===== src/rtl/mem_stage_ctrl_if.sv =====
// Data-cache request bus between the memory stage (master) and the L1 data cache (slave).
interface mem_stage_ctrl_if #(
  parameter int WORD_W = 32
);
  logic              dmemREN;
  logic              dmemWEN;
  logic [WORD_W-1:0] dmemaddr;
  logic [WORD_W-1:0] dmemstore;
  logic              dhit;
  logic [WORD_W-1:0] dmemload;

  modport master (
    output dmemREN, dmemWEN, dmemaddr, dmemstore,
    input  dhit, dmemload
  );

  modport slave (
    input  dmemREN, dmemWEN, dmemaddr, dmemstore,
    output dhit, dmemload
  );
endinterface


===== src/rtl/mem_stage_ctrl.sv =====
// Memory-stage controller: issues data-cache requests for LW/SW/LL/SC, stalls until dhit,
// owns the LL/SC link register and produces the MEM/WB latch inputs and enable.
module mem_stage_ctrl #(
  parameter int WORD_W   = 32,
  parameter int LINK_LSB = 2
) (
  input  logic              CLK,
  input  logic              nRST,
  input  logic              ex_valid,
  input  logic [5:0]        ex_opcode,
  input  logic [WORD_W-1:0] ex_alu_out,
  input  logic [WORD_W-1:0] ex_store,
  input  logic              ex_regw,
  input  logic [4:0]        ex_regdest,
  input  logic [WORD_W-1:0] ex_npc,
  input  logic              ex_halt,
  input  logic              snoop_inv,
  input  logic [WORD_W-1:0] snoop_addr,
  mem_stage_ctrl_if.master  dbus,
  output logic              mem_stall,
  output logic              mw_enable,
  output logic [WORD_W-1:0] mw_Mem,
  output logic [WORD_W-1:0] mw_Addr,
  output logic [WORD_W-1:0] mw_alu_out,
  output logic [WORD_W-1:0] mw_npc,
  output logic              mw_RegW,
  output logic              mw_halt,
  output logic [4:0]        mw_RegDest,
  output logic [5:0]        mw_opcode
);

  localparam logic [5:0] OP_RTYPE = 6'h00;
  localparam logic [5:0] OP_LW    = 6'h23;
  localparam logic [5:0] OP_SW    = 6'h2B;
  localparam logic [5:0] OP_LL    = 6'h30;
  localparam logic [5:0] OP_SC    = 6'h38;

  localparam logic [WORD_W-1:0] WORD_MASK = {WORD_W{1'b1}} << LINK_LSB;
  localparam logic [WORD_W-1:0] ONE_WORD  = {{(WORD_W-1){1'b0}}, 1'b1};

  typedef enum logic [1:0] {IDLE, REQ, HALTED} state_t;

  state_t            state_q, state_d;
  logic [WORD_W-1:0] addr_q, addr_d;
  logic [WORD_W-1:0] store_q, store_d;
  logic [5:0]        op_q, op_d;
  logic              ren_q, ren_d;
  logic              wen_q, wen_d;
  logic              link_valid_q, link_valid_d;
  logic [WORD_W-1:0] link_addr_q, link_addr_d;

  logic              ex_rd, ex_wr, ex_sc, ex_mem, sc_ok;
  logic [WORD_W-1:0] mem_word;

  // Addresses are compared at word granularity; bits below LINK_LSB are masked off.
  function automatic logic same_word(input logic [WORD_W-1:0] a, input logic [WORD_W-1:0] b);
    return ((a ^ b) & WORD_MASK) == '0;
  endfunction

  assign ex_rd  = (ex_opcode == OP_LW) || (ex_opcode == OP_LL);
  assign ex_wr  = (ex_opcode == OP_SW) || (ex_opcode == OP_SC);
  assign ex_sc  = (ex_opcode == OP_SC);
  assign ex_mem = ex_valid && (ex_rd || ex_wr);
  assign sc_ok  = link_valid_q && same_word(ex_alu_out, link_addr_q);

  always_comb begin
    state_d      = state_q;
    addr_d       = addr_q;
    store_d      = store_q;
    op_d         = op_q;
    ren_d        = ren_q;
    wen_d        = wen_q;
    link_valid_d = link_valid_q;
    link_addr_d  = link_addr_q;
    mem_stall    = 1'b0;
    mw_enable    = 1'b0;
    mem_word     = '0;

    case (state_q)
      IDLE: begin
        if (ex_mem && !(ex_sc && !sc_ok)) begin
          mem_stall = 1'b1;
          state_d   = REQ;
          addr_d    = ex_alu_out;
          store_d   = ex_store;
          op_d      = ex_opcode;
          ren_d     = ex_rd;
          wen_d     = ex_wr;
        end else if (ex_valid) begin
          // Non-memory ops and failed SCs retire in this cycle without touching the cache.
          mw_enable = 1'b1;
        end
      end
      REQ: begin
        mem_stall = !dbus.dhit;
        if (dbus.dhit) begin
          mw_enable = 1'b1;
          ren_d     = 1'b0;
          wen_d     = 1'b0;
          state_d   = IDLE;
          if (ren_q)              mem_word = dbus.dmemload;
          else if (op_q == OP_SC) mem_word = ONE_WORD;
          if (op_q == OP_LL) begin
            link_valid_d = 1'b1;
            link_addr_d  = addr_q;
          end else if (op_q == OP_SC) begin
            link_valid_d = 1'b0;
          end else if (op_q == OP_SW && same_word(addr_q, link_addr_q)) begin
            link_valid_d = 1'b0;
          end
        end
      end
      HALTED: mem_stall = 1'b1;
      default: state_d = IDLE;
    endcase

    if (mw_enable && ex_halt) state_d = HALTED;

    // Compared against the post-update link so a snoop racing an LL completion wins.
    if (snoop_inv && same_word(snoop_addr, link_addr_d)) link_valid_d = 1'b0;
  end

  always_ff @(posedge CLK or negedge nRST) begin
    if (!nRST) begin
      state_q      <= IDLE;
      addr_q       <= '0;
      store_q      <= '0;
      op_q         <= OP_RTYPE;
      ren_q        <= 1'b0;
      wen_q        <= 1'b0;
      link_valid_q <= 1'b0;
      link_addr_q  <= '0;
    end else begin
      state_q      <= state_d;
      addr_q       <= addr_d;
      store_q      <= store_d;
      op_q         <= op_d;
      ren_q        <= ren_d;
      wen_q        <= wen_d;
      link_valid_q <= link_valid_d;
      link_addr_q  <= link_addr_d;
    end
  end

  assign dbus.dmemREN   = ren_q;
  assign dbus.dmemWEN   = wen_q;
  assign dbus.dmemaddr  = addr_q;
  assign dbus.dmemstore = store_q;

  assign mw_Mem     = mem_word;
  assign mw_Addr    = (state_q == REQ) ? addr_q : ex_alu_out;
  assign mw_alu_out = mw_enable ? ex_alu_out : '0;
  assign mw_npc     = mw_enable ? ex_npc     : '0;
  assign mw_RegW    = mw_enable ? ex_regw    : 1'b0;
  assign mw_halt    = mw_enable ? ex_halt    : 1'b0;
  assign mw_RegDest = mw_enable ? ex_regdest : 5'd0;
  assign mw_opcode  = mw_enable ? ex_opcode  : OP_RTYPE;

endmodule


===== src/flat_wrapper.sv =====
// flat-port wrapper written by rule: the top's interface ports become plain ports
module mem_stage_ctrl_flat 
#(
  parameter int WORD_W   = 32,
  parameter int LINK_LSB = 2
)
  (CLK, nRST, ex_valid, ex_opcode, ex_alu_out, ex_store, ex_regw, ex_regdest, ex_npc, ex_halt, snoop_inv, snoop_addr, mem_stall, mw_enable, mw_Mem, mw_Addr, mw_alu_out, mw_npc, mw_RegW, mw_halt, mw_RegDest, mw_opcode, dbus_dmemREN, dbus_dmemWEN, dbus_dmemaddr, dbus_dmemstore, dbus_dhit, dbus_dmemload);
  mem_stage_ctrl_if #(.WORD_W(WORD_W)) dbus_i ();
  input  logic CLK;
  input  logic nRST;
  input  logic ex_valid;
  input  logic [5:0] ex_opcode;
  input  logic [WORD_W-1:0] ex_alu_out;
  input  logic [WORD_W-1:0] ex_store;
  input  logic ex_regw;
  input  logic [4:0] ex_regdest;
  input  logic [WORD_W-1:0] ex_npc;
  input  logic ex_halt;
  input  logic snoop_inv;
  input  logic [WORD_W-1:0] snoop_addr;
  output logic mem_stall;
  output logic mw_enable;
  output logic [WORD_W-1:0] mw_Mem;
  output logic [WORD_W-1:0] mw_Addr;
  output logic [WORD_W-1:0] mw_alu_out;
  output logic [WORD_W-1:0] mw_npc;
  output logic mw_RegW;
  output logic mw_halt;
  output logic [4:0] mw_RegDest;
  output logic [5:0] mw_opcode;
  output wire logic [$bits(dbus_i.dmemREN)-1:0] dbus_dmemREN;
  output wire logic [$bits(dbus_i.dmemWEN)-1:0] dbus_dmemWEN;
  output wire logic [$bits(dbus_i.dmemaddr)-1:0] dbus_dmemaddr;
  output wire logic [$bits(dbus_i.dmemstore)-1:0] dbus_dmemstore;
  input wire logic [$bits(dbus_i.dhit)-1:0] dbus_dhit;
  input wire logic [$bits(dbus_i.dmemload)-1:0] dbus_dmemload;
  assign dbus_dmemREN = dbus_i.dmemREN;
  assign dbus_dmemWEN = dbus_i.dmemWEN;
  assign dbus_dmemaddr = dbus_i.dmemaddr;
  assign dbus_dmemstore = dbus_i.dmemstore;
  assign dbus_i.dhit = dbus_dhit;
  assign dbus_i.dmemload = dbus_dmemload;
  mem_stage_ctrl #(.WORD_W(WORD_W), .LINK_LSB(LINK_LSB)) u_core (.CLK(CLK), .nRST(nRST), .ex_valid(ex_valid), .ex_opcode(ex_opcode), .ex_alu_out(ex_alu_out), .ex_store(ex_store), .ex_regw(ex_regw), .ex_regdest(ex_regdest), .ex_npc(ex_npc), .ex_halt(ex_halt), .snoop_inv(snoop_inv), .snoop_addr(snoop_addr), .dbus(dbus_i), .mem_stall(mem_stall), .mw_enable(mw_enable), .mw_Mem(mw_Mem), .mw_Addr(mw_Addr), .mw_alu_out(mw_alu_out), .mw_npc(mw_npc), .mw_RegW(mw_RegW), .mw_halt(mw_halt), .mw_RegDest(mw_RegDest), .mw_opcode(mw_opcode));
endmodule

===== config.mk =====
export PLATFORM = sky130hd
export DESIGN_NAME = mem_stage_ctrl_flat
export DESIGN_NICKNAME = d
export VERILOG_FILES = /design/src/rtl/mem_stage_ctrl_if.sv /design/src/rtl/mem_stage_ctrl.sv /design/src/flat_wrapper.sv
export SDC_FILE = /design/constraint.sdc
export NUM_CORES = 1
export LEC_CHECK = 0
export CAP_MARGIN = 20
export CORE_AREA = 2 2 150 152
export DETAILED_ROUTE_END_ITERATION = 8
export DIE_AREA = 0 0 152 154
export GPL_TIMING_DRIVEN = 0
export PLACE_DENSITY = 0.66
export SYNTH_ARGS = -nofsm -noshare
export SYNTH_HDL_FRONTEND = slang
export SYNTH_SLANG_ARGS = --single-unit

===== constraint.sdc =====
create_clock -name CLK -period 2.67 [get_ports CLK]
set_input_delay 0.4005 -clock CLK [delete_from_list [all_inputs] [get_ports CLK]]
set_output_delay 0.4005 -clock CLK [all_outputs]
set_load 0.005 [all_outputs]

==> flow_summary.json <==
{
  "outcome": "complete, but fails checks",
  "synth_edf_count": 0,
  "path_max_fanout": 5,
  "ys_ff_latch": 105,
  "grt_setup_unrepaired": "true",
  "routed-via-count": 6791,
  "cts_tree": "built",
  "setup_slack_ns": -0.636,
  "r2r_cells": 10,
  "ys_warn_count": 0,
  "routed_wl_mm": 31.0,
  "synthCells": 655,
  "regToRegSetupSlack_ns": -0.36,
  "io-pin-count": 387,
  "fillers": 2013,
  "drtIter0Drc": 381,
  "track_usage": 0.259,
  "drv_cap": 0,
  "overflow": 0,
  "tightest_slew_ns": 0.718,
  "layout-drive-gt1-share": 0.290,
  "peakVddDrop_v": 0.000317,
  "period_share": 1.24,
  "core_sq_um": 21700,
  "grt_pass1_vias": 6947,
  "cp_num_cells": 12,
  "hold_buffers": 0,
  "die-area_sq_um": 23400,
  "avgSynthCellArea_sq_um": 9.85,
  "wl_met2_mm": 15.8,
  "cts-root-buf": "clkbuf_16",
  "clk_pin_slew_ns": 0.08,
  "hold_violations": 0,
  "setup.worst_path.start_class": "input port",
  "startpoint": "ex_alu_out[4]",
  "placed_area_sq_um": 10700,
  "synth-main-ff-cell": "dfrtp_1",
  "period_minus_slack_ns": 3.31,
  "syn2layout_area_growth_pct": 80.9,
  "critPathRequiredTime_ns": 2.27,
  "critPathTopFamily": "buffers and inverters",
  "clock_path_buffers": 2,
  "max_freq_mhz": 302,
  "relSlewSlack": 0.521,
  "drv_slew": 0,
  "cts_buffers": 9,
  "drc_errors": 0,
  "path_cells": "dlygate4sd2_1, xnor2_2, nand4_1, nor4_4, a21oi_2, o22ai_2, a31oi_4, buf_8, buf_12, clkbuf_16, and2_4, buf_6",
  "p_per_area_nw_per_um2": 326,
  "async_flop_share": 1.00,
  "final-setup-viol-count": 153,
  "mappedNetlistArea_sq_um": 6450,
  "fin_setup_tns_ns": -63.67,
  "r2r_start": "u_core.link_addr_q[2]",
  "fin_skew_ns": 0.0136,
  "die_h_um": 154,
  "path_class": "input port to primary output",
  "start_util": 0.297,
  "worstHoldPathType": "input port to asynchronous set/reset pin",
  "row_count": 54,
  "holdWs_ns": 0.0448,
  "grt_start_max_net_pins": 62,
  "synth_cell_type_count": 49,
  "die_w_um": 152,
  "final_area_sq_um": 11700,
  "p_leak_nw": 5.49,
  "clock_latency_ns": 0.36,
  "end_kind": "primary output",
  "dr_wl_met3_mm": 1.86,
  "htreeDepth": 3,
  "violations": "negative setup slack",
  "portBuffers": 384,
  "dpl_worst_slack_ns": -2.07,
  "cp.buffers_inverters": 5,
  "top_layer_used": "met5",
  "grt_pass1_wl_mm": 45.3,
  "routedWlPerCell_um": 22.6,
  "cts_num_sinks": 105,
  "wl_met1_mm": 12.3,
  "firstDrtPassIters": 5,
  "num-nets-final": 1262,
  "slowest_stage": "nor4_4",
  "syn_nets": 833,
  "gp_congestion": 0.939,
  "worstPathArrival_ns": 2.91,
  "dp_hpwl_mm": 24.3,
  "ys_seq_area_frac": 0.407,
  "seq_area_sq_um": 2640,
  "r2r-end": "u_core.dbus.dmemaddr[21]",
  "routed_via_density": 4.95,
  "crit_end": "mw_alu_out[13]",
  "multi_input_area_sq_um": 3880,
  "critPathMaxStageDelay_ns": 0.40,
  "antenna_left": 0,
  "antenna_found_initial": 3
}
==> kinds of logic after synthesis <==
kind of cell | share of synthesized area
AND/OR/NAND/NOR | 0.224
multiplexers | 0.166
XOR/XNOR | 0.110
AO/OA/AOI/OAI | 0.0532
flip-flops | 0.407
buffers and inverters | 0.0400
==> metal layers <==
metal / vias up / track usage
met4: 2 / 0.113
met3: 52 / 0.0567
li1: 3094 / -
met2: 299 / 0.454
met5: - / 0
met1: 3344 / 0.305
==> Yosys cell counts (all sizes together), types with 3 or more instances <==
library cell / number / area share
a21oi: 8 / 0.0062
o21ai: 15 / 0.012
mux2: 91 / 0.16
nand2: 96 / 0.056
and2: 79 / 0.077
nand3: 4 / 0.0031
nor2: 7 / 0.0041
inv: 27 / 0.016
buf: 11 / 0.011
clkbuf: 22 / 0.013
nand2b: 5 / 0.0048
o22ai: 8 / 0.0078
nor2b: 4 / 0.0039
xnor2: 72 / 0.098
nor4: 5 / 0.0048
dfrtp: 105 / 0.41
nand4: 19 / 0.019
mux2i: 4 / 0.0062
a221oi: 3 / 0.0041
xor2: 9 / 0.012
and3: 31 / 0.030
==> final cells by class <==
class | count | area share
flip-flops and latches | 105 | 0.226
clock inverters | 7 | 0.00451
inverters | 27 | 0.00869
plain buffers | 33 | 0.0230
diodes | 2 | 0.000429
multi-input cells | 490 | 0.333
clock buffers | 9 | 0.0193
repair buffers | 418 | 0.356
well taps | 280 | 0.0300
==> where the power goes <==
group          internal, mW  switching (mW)
Sequential             1.65          0.0705
Clock                 0.641           0.667
Combinational         0.480           0.296
Total                  2.77            1.03
==> worst min-delay path by stage <==
| stage | slack [ns] | startpoint | cells past startpoint | end |
|---|---|---|---|---|
| after global placement | 0.49 | u_core.op_q[5] | 1 | u_core.op_q[5] |
| after detailed placement | 0.47 | nRST | 1 | u_core.dbus.dmemaddr[19] |
| after floorplan | 0.10 | nRST | 0 | u_core.dbus.dmemREN |
| final | 0.04 | nRST | 1 | u_core.dbus.dmemaddr[19] |
| after CTS | 0.07 | nRST | 1 | u_core.dbus.dmemaddr[19] |
| after global routing | 0.09 | nRST | 1 | u_core.dbus.dmemaddr[19] |
==> timing repair <==
| action | 4_1_cts | 5_1_grt |
|---|---|---|
| cloned | 4 | 0 |
| setup endpoints to repair | 195 | 203 |
| buffers inserted | 25 | 6 |
| pin swaps | 27 | 19 |
| resized for setup | 376 | 119 |
==> flip-flops by register name, indices dropped and copies added (netlist names) <==
signal and flops:
u_core.dbus.dmemaddr 32, u_core.dbus.dmemstore 32, u_core.link_addr_q 30, u_core.op_q 6
u_core.state_q 2, u_core.dbus.dmemREN 1, u_core.dbus.dmemWEN 1, u_core.link_valid_q 1
==> stage by stage <==
stage                      util  cells  power, mW
after floorplan               -    655       1.93
after global placement    0.491   1319       2.51
after detailed placement  0.492   1320       2.52
after CTS                 0.528   1365       3.84
after global routing      0.538   1371       3.96
final                     0.538   1371       3.80
==> placed cells by master (no fill, tap or decap), types with 5 or more instances in the layout <==
cell and instances:
dlygate4sd2_1 39, a21oi_1 6, clkbuf_2 10, o21ai_0 15, dfrtp_2 7, mux2_2 90
inv_1 27, xnor2_1 58, nand2b_1 5, nand2_1 96, nand4_1 18, clkbuf_1 8
clkbuf_16 11, buf_8 8, buf_4 20, clkdlybuf4s15_1 5, and2_4 53, xnor2_2 13
buf_6 65, xor2_1 9, o22ai_1 7, and2_1 26, nor2_1 7, dfrtp_1 98
and3_1 31, clkdlybuf4s50_1 274, buf_2 16
Power figures use the tool's default switching activity.
